`config.mk`:
```
export PLATFORM = sky130hd
export DESIGN_NAME = cdb_arbiter
export DESIGN_NICKNAME = d
export VERILOG_FILES = /design/src/rtl/cdb_pkg.sv /design/src/rtl/cdb_rr_picker.sv /design/src/rtl/cdb_arbiter.sv
export SDC_FILE = /design/constraint.sdc
export NUM_CORES = 1
export LEC_CHECK = 0
export BUFFER_PORTS_ARGS = -buffer_cell sky130_fd_sc_hd__buf_2
export CORE_ASPECT_RATIO = 0.6
export CORE_UTILIZATION = 52
export DETAILED_ROUTE_END_ITERATION = 16
export PLACE_DENSITY = 0.87
export SLEW_MARGIN = 20
export SYNTH_ARGS = -nofsm -noshare
export SYNTH_HDL_FRONTEND = slang
export SYNTH_SLANG_ARGS = --single-unit
export TNS_END_PERCENT = 1
```
`constraint.sdc`:
```
create_clock -name clk -period 8.7 [get_ports clk]
set_input_delay 0.87 -clock clk [delete_from_list [all_inputs] [get_ports clk]]
set_output_delay 0.87 -clock clk [all_outputs]
set_load 0.02 [all_outputs]
```
`src/rtl/cdb_pkg.sv`:
```
// cdb_pkg: shared widths, lane record and round-robin helper for the common data bus.
package cdb_pkg;

    localparam int ROBEN_W_DEF = 5;
    localparam int DATA_W_DEF  = 32;

    typedef struct packed {
        logic                   valid;
        logic [ROBEN_W_DEF-1:0] roben;
        logic [DATA_W_DEF-1:0]  data;
        logic                   exception;
    } cdb_lane_t;

    function automatic int unsigned rr_inc(input int unsigned idx, input int unsigned n);
        return (idx + 1 >= n) ? 0 : idx + 1;
    endfunction

endpackage

```
`src/rtl/cdb_rr_picker.sv`:
```
// cdb_rr_picker: round-robin scan granting up to NUM_LANES requesters, in scan order, starting at rr_ptr.
module cdb_rr_picker
    import cdb_pkg::*;
#(
    parameter int NUM_SRC   = 4,
    parameter int NUM_LANES = 2,
    parameter int PTR_W     = $clog2(NUM_SRC)
) (
    input  logic [NUM_SRC-1:0]         req,
    input  logic [PTR_W-1:0]           rr_ptr,
    output logic [NUM_SRC-1:0]         grant,
    output logic [NUM_LANES*PTR_W-1:0] lane_src,
    output logic [NUM_LANES-1:0]       lane_valid,
    output logic [PTR_W-1:0]           next_ptr
);

    always_comb begin
        int cnt;
        int idx;
        grant      = '0;
        lane_src   = '0;
        lane_valid = '0;
        next_ptr   = rr_ptr;
        cnt        = 0;
        for (int i = 0; i < NUM_SRC; i++) begin
            idx = int'(rr_ptr) + i;
            idx = (idx >= NUM_SRC) ? idx - NUM_SRC : idx;
            if (req[idx] && cnt < NUM_LANES) begin
                grant[idx]                     = 1'b1;
                lane_src[cnt*PTR_W +: PTR_W]   = PTR_W'(idx);
                lane_valid[cnt]                = 1'b1;
                next_ptr                       = PTR_W'(rr_inc(idx, NUM_SRC));
                cnt                            = cnt + 1;
            end
        end
    end

endmodule

```
`src/rtl/cdb_arbiter.sv`:
```
// cdb_arbiter: arbitrated common data bus, round-robin over NUM_SRC producers onto NUM_LANES registered lanes.
// Define CDB_STATS_EN to add broadcast/stall/exception counters.
module cdb_arbiter
    import cdb_pkg::*;
#(
    parameter int NUM_SRC   = 4,
    parameter int NUM_LANES = 2,
    parameter int ROBEN_W   = ROBEN_W_DEF,
    parameter int DATA_W    = DATA_W_DEF
) (
    input  logic                         clk,
    input  logic                         rst,
    input  logic                         flush,
    input  logic [NUM_SRC-1:0]           src_valid,
    input  logic [NUM_SRC*ROBEN_W-1:0]   src_roben,
    input  logic [NUM_SRC*DATA_W-1:0]    src_data,
    input  logic [NUM_SRC-1:0]           src_exception,
    output logic [NUM_SRC-1:0]           src_ready,
    output logic [NUM_LANES-1:0]         cdb_valid,
    output logic [NUM_LANES*ROBEN_W-1:0] cdb_roben,
    output logic [NUM_LANES*DATA_W-1:0]  cdb_data,
    output logic [NUM_LANES-1:0]         cdb_exception
`ifdef CDB_STATS_EN
   ,output logic [31:0]                  stat_broadcasts,
    output logic [31:0]                  stat_stalls,
    output logic [31:0]                  stat_exceptions
`endif
);

    localparam int PTR_W = $clog2(NUM_SRC);

    logic [PTR_W-1:0]           rr_ptr_q, rr_ptr_d, next_ptr;
    logic [NUM_SRC-1:0]         zero_tag, req, grant;
    logic [NUM_LANES*PTR_W-1:0] lane_src;
    logic [NUM_LANES-1:0]       lane_valid;
    logic [NUM_LANES-1:0]       cdb_valid_q, cdb_valid_d, cdb_exception_q, cdb_exception_d;
    logic [NUM_LANES*ROBEN_W-1:0] cdb_roben_q, cdb_roben_d;
    logic [NUM_LANES*DATA_W-1:0]  cdb_data_q, cdb_data_d;
    logic                       kill;

    // Reset also gates ready so nothing is acknowledged while the block is held.
    assign kill = flush | rst;

    always_comb begin
        for (int i = 0; i < NUM_SRC; i++)
            zero_tag[i] = (src_roben[i*ROBEN_W +: ROBEN_W] == '0);
        req = src_valid & ~zero_tag & {NUM_SRC{~kill}};
    end

    cdb_rr_picker #(.NUM_SRC(NUM_SRC), .NUM_LANES(NUM_LANES), .PTR_W(PTR_W)) u_picker (
        .req       (req),
        .rr_ptr    (rr_ptr_q),
        .grant     (grant),
        .lane_src  (lane_src),
        .lane_valid(lane_valid),
        .next_ptr  (next_ptr)
    );

    assign src_ready = src_valid & (grant | zero_tag) & {NUM_SRC{~kill}};

    always_comb begin
        cdb_valid_d     = lane_valid;
        cdb_roben_d     = '0;
        cdb_data_d      = '0;
        cdb_exception_d = '0;
        rr_ptr_d        = next_ptr;
        for (int k = 0; k < NUM_LANES; k++) begin
            int sel;
            sel = int'(lane_src[k*PTR_W +: PTR_W]);
            if (lane_valid[k]) begin
                cdb_roben_d[k*ROBEN_W +: ROBEN_W] = src_roben[sel*ROBEN_W +: ROBEN_W];
                cdb_data_d[k*DATA_W +: DATA_W]    = src_data[sel*DATA_W +: DATA_W];
                cdb_exception_d[k]                = src_exception[sel];
            end
        end
    end

    always_ff @(posedge clk or posedge rst) begin
        if (rst) begin
            rr_ptr_q        <= '0;
            cdb_valid_q     <= '0;
            cdb_roben_q     <= '0;
            cdb_data_q      <= '0;
            cdb_exception_q <= '0;
        end else begin
            rr_ptr_q        <= rr_ptr_d;
            cdb_valid_q     <= cdb_valid_d;
            cdb_roben_q     <= cdb_roben_d;
            cdb_data_q      <= cdb_data_d;
            cdb_exception_q <= cdb_exception_d;
        end
    end

    assign cdb_valid     = cdb_valid_q;
    assign cdb_roben     = cdb_roben_q;
    assign cdb_data      = cdb_data_q;
    assign cdb_exception = cdb_exception_q;

`ifdef CDB_STATS_EN
    logic [31:0] stat_broadcasts_q, stat_broadcasts_d;
    logic [31:0] stat_stalls_q, stat_stalls_d;
    logic [31:0] stat_exceptions_q, stat_exceptions_d;

    // Exceptions are counted as lanes are loaded, so all three counters move on the same edge.
    always_comb begin
        stat_broadcasts_d = stat_broadcasts_q + $countones(grant);
        stat_stalls_d     = stat_stalls_q + {31'd0, (|(src_valid & ~src_ready)) & ~flush};
        stat_exceptions_d = stat_exceptions_q + $countones(cdb_valid_d & cdb_exception_d);
    end

    always_ff @(posedge clk or posedge rst) begin
        if (rst) begin
            stat_broadcasts_q <= '0;
            stat_stalls_q     <= '0;
            stat_exceptions_q <= '0;
        end else begin
            stat_broadcasts_q <= stat_broadcasts_d;
            stat_stalls_q     <= stat_stalls_d;
            stat_exceptions_q <= stat_exceptions_d;
        end
    end

    assign stat_broadcasts = stat_broadcasts_q;
    assign stat_stalls     = stat_stalls_q;
    assign stat_exceptions = stat_exceptions_q;
`endif

endmodule

```
==> flow_summary.yaml <==
status:
  status: "completed"
timing:
  timing.final.ws_setup_ps: 1630
  final-setup-viol-count: 0
  timing.clock.skew_ps: 8.19
  tightestPinTransition_ps: 944
  slew-limit-headroom: 0.370
  final.hold.worst_slack_ps: 654
  totalNegativeSetupSlack_ps: 0
  finalWorstPathRequiredPeriod_ps: 7070
  final_hold_viol_count: 0
  finalCritPeriodShare: 0.812
  grt_setup_unrepaired: "no"
  drv_slew: 0
  fmaxAchievable_mhz: 141
route:
  route.detailed.vias_per_inst: 6.27
  vias_after_detailed_routing: 5387
  route.final.wire_length_um: 17400
  antenna_left: 0
  drt_pre_antenna_iters: 5
  route.detailed.drc: 0
  detailedRoute.firstIterationViolations: 471
  wl_per_cell_um: 20.3
placed_design:
  detailedPlacementHpwl_um: 12600
  port_buffers: 240
  preCtsSetupSlack_ps: 1470
  gp_congestion: 0.993
grt:
  largest_net_degree_at_the_start_of_global_routing: 53
  grt_pass1_wl_um: 26400
  grt_use_total: 0.320
  grt_remaining_overflow: 0
  grt_antenna_before_repair: 0
  via_count_of_the_first_global_routing_pass: 5108
clock_tree:
  cts_resized: 0
  cts_made_buffers: 9
  cts_tree: "yes"
  htree_levels: 3
  holdBufCountCts: 0
  path_clk_slew_ps: 70
  insertion_delay_ps: 330
  clock-sinks: 80
  cts_setup_buffers: 0
  ctsLongestPathBuffers: 2
  cts.root.buffer_cell: "clkbuf_16"
power:
  power.density_cell_area_nw_per_um2: 318
  irDropWorstVdd_mv: 0.222
  leakagePower_nw: 3.79
  design_power_total_w: 0.00217
floorplanning:
  std_cell_rows: 28
  io_pins: 241
  die_area_um2: 10700
  design.core.area_um2: 9950
  start_util: 0.539
  dieWidth_um: 133
  fp.dieH_um: 80.6
cells_and_area:
  drive_above_1_share: 0.392
  layout_commonest_cell: "buf_2"
  layout.core_utilization: 0.687
  synthToLayoutAreaGrowth_pct: 27.5
  antenna-diode-count: 0
  design.final.nets: 889
  layout.cells.most_common_list: "buf_2, mux2i_1, dfrtp_1"
critical_path:
  cp_startpoint: "rr_ptr_q[0]"
  criticalPathCategory: "flip-flop to flip-flop"
  arrival_ps: 7220
  critical_path_required_ps: 8860
  reg2reg_depth: 17
  start_kind: "flip-flop"
  crit_path_end_kind: "flip-flop"
  cp_max_fo: 52
  r2r-start: "rr_ptr_q[0]"
synth:
  synth.area.top_cells: "dfrtp_1, mux2i_1, o22ai_1"
  synth_top_area_share: 0.374
  synth-main-ff-cell: "dfrtp_1"
  syn_area_per_cell_um2: 10.7
  yosysWarnings: 0
  yosysSeqAreaShare: 0.374
  synth.net_count: 671
  ys_seq_elements: 80
  netlist_area_um2: 5360
  synth_largest_area_cell: "dfrtp_1"
  synthesis.instances: 501
  synth-async-reset-ratio: 1.00
  synth_enable_flop_cells: 0
  synth.distinct_cells: 61
min_path:
  hold_class: "primary input to asynchronous set/reset pin"
flow_run:
  maxCapViolations: 0
-- through the flow --
| step | cells | area [um2] |
|---|---|---|
| detailed placement | 843 | 6530 |
| floorplan | 501 | 5360 |
| global placement | 843 | 6530 |
| CTS | 859 | 6830 |
| global route | 859 | 6830 |
| finish | 859 | 6830 |
-- layer usage --
layer	vias to the layer above	GRT usage	part of all wire
li1	2377	-	-
met1	2639	0.431	0.42
met2	333	0.512	0.47
met3	38	0.0625	0.085
met4	0	0.117	0.021
met5	-	0	0
-- Yosys cell counts, types with 2 or more instances --
cell type and instances:
buf_2 10, nor4_1 2, a31oi_1 3, o211a_1 3
nand2b_1 3, a22oi_1 5, a21o_1 3, inv_2 2
a2111oi_0 2, clkinv_1 2, inv_1 6, or4_1 5
a221oi_1 4, nand2_1 11, ha_1 11, buf_4 6
buf_12 5, clkbuf_1 14, or4_4 2, nor3_1 2
o21ai_1 3, a21oi_1 11, nand3_1 2, buf_6 4
o22ai_1 76, o21ai_0 13, dfrtp_1 80, nor2_1 16
a211o_1 2, buf_1 2, o211ai_1 7, mux2i_1 155
-- registers in the layout, summed over array words and instances (netlist names) --
register       count
cdb_data          64
cdb_roben         10
cdb_exception      2
cdb_valid          2
rr_ptr_q           2
-- cells by family after synthesis --
family / synth area share
multiplexers: 0.297
AO/OA/AOI/OAI: 0.187
flip-flops: 0.374
AND/OR/NAND/NOR: 0.0525
buffers and inverters: 0.0630
adder cells (fa/ha/maj): 0.0257
XOR/XNOR: 0.00163
-- path summary, 6_finish.rpt --
| path | slack (ps) | endpoint |
|---|---|---|
| max in group asynchronous | 7010 | cdb_data[44] |
| setup reg to reg | 1630 | cdb_data[53] |
| setup / recovery | 1630 | cdb_data[53] |
| hold reg to reg | 940 | rr_ptr_q[0] |
| min in group clk | 840 | cdb_data[1] |
| hold / removal | 650 | cdb_roben[8] |
-- cell type report --
type,count,area (um2)
flip-flops and latches,80,2000
clock buffers,9,225
well taps,135,169
clock inverters,7,80.1
multi-input cells,370,3060
fillers,804,3120
inverters,10,38.8
repair buffers,248,1260
-- worst max-delay path, cell delays in order, from the launching register on --
cell and delay, ps:
dfrtp_1 750, clkinv_1 500, o211ai_1 260, a21oi_1 190, mux2i_2 630, inv_2 250, ha_1 500, nand2b_1 130
a21oi_1 390, nand3_1 180, and2_1 200, ha_1 270, or4b_1 450, a2111oi_0 530, a32o_4 840, buf_4 410
mux2i_1 250, o22ai_1 130
-- where the power goes --
part,internal [W],switching (W),total [W]
logic,0.000505,0.000767,0.00127
clock network,0.000226,0.000160,0.000386
registers,0.000469,0.0000457,0.000515
(Power assumes the default switching activity.)
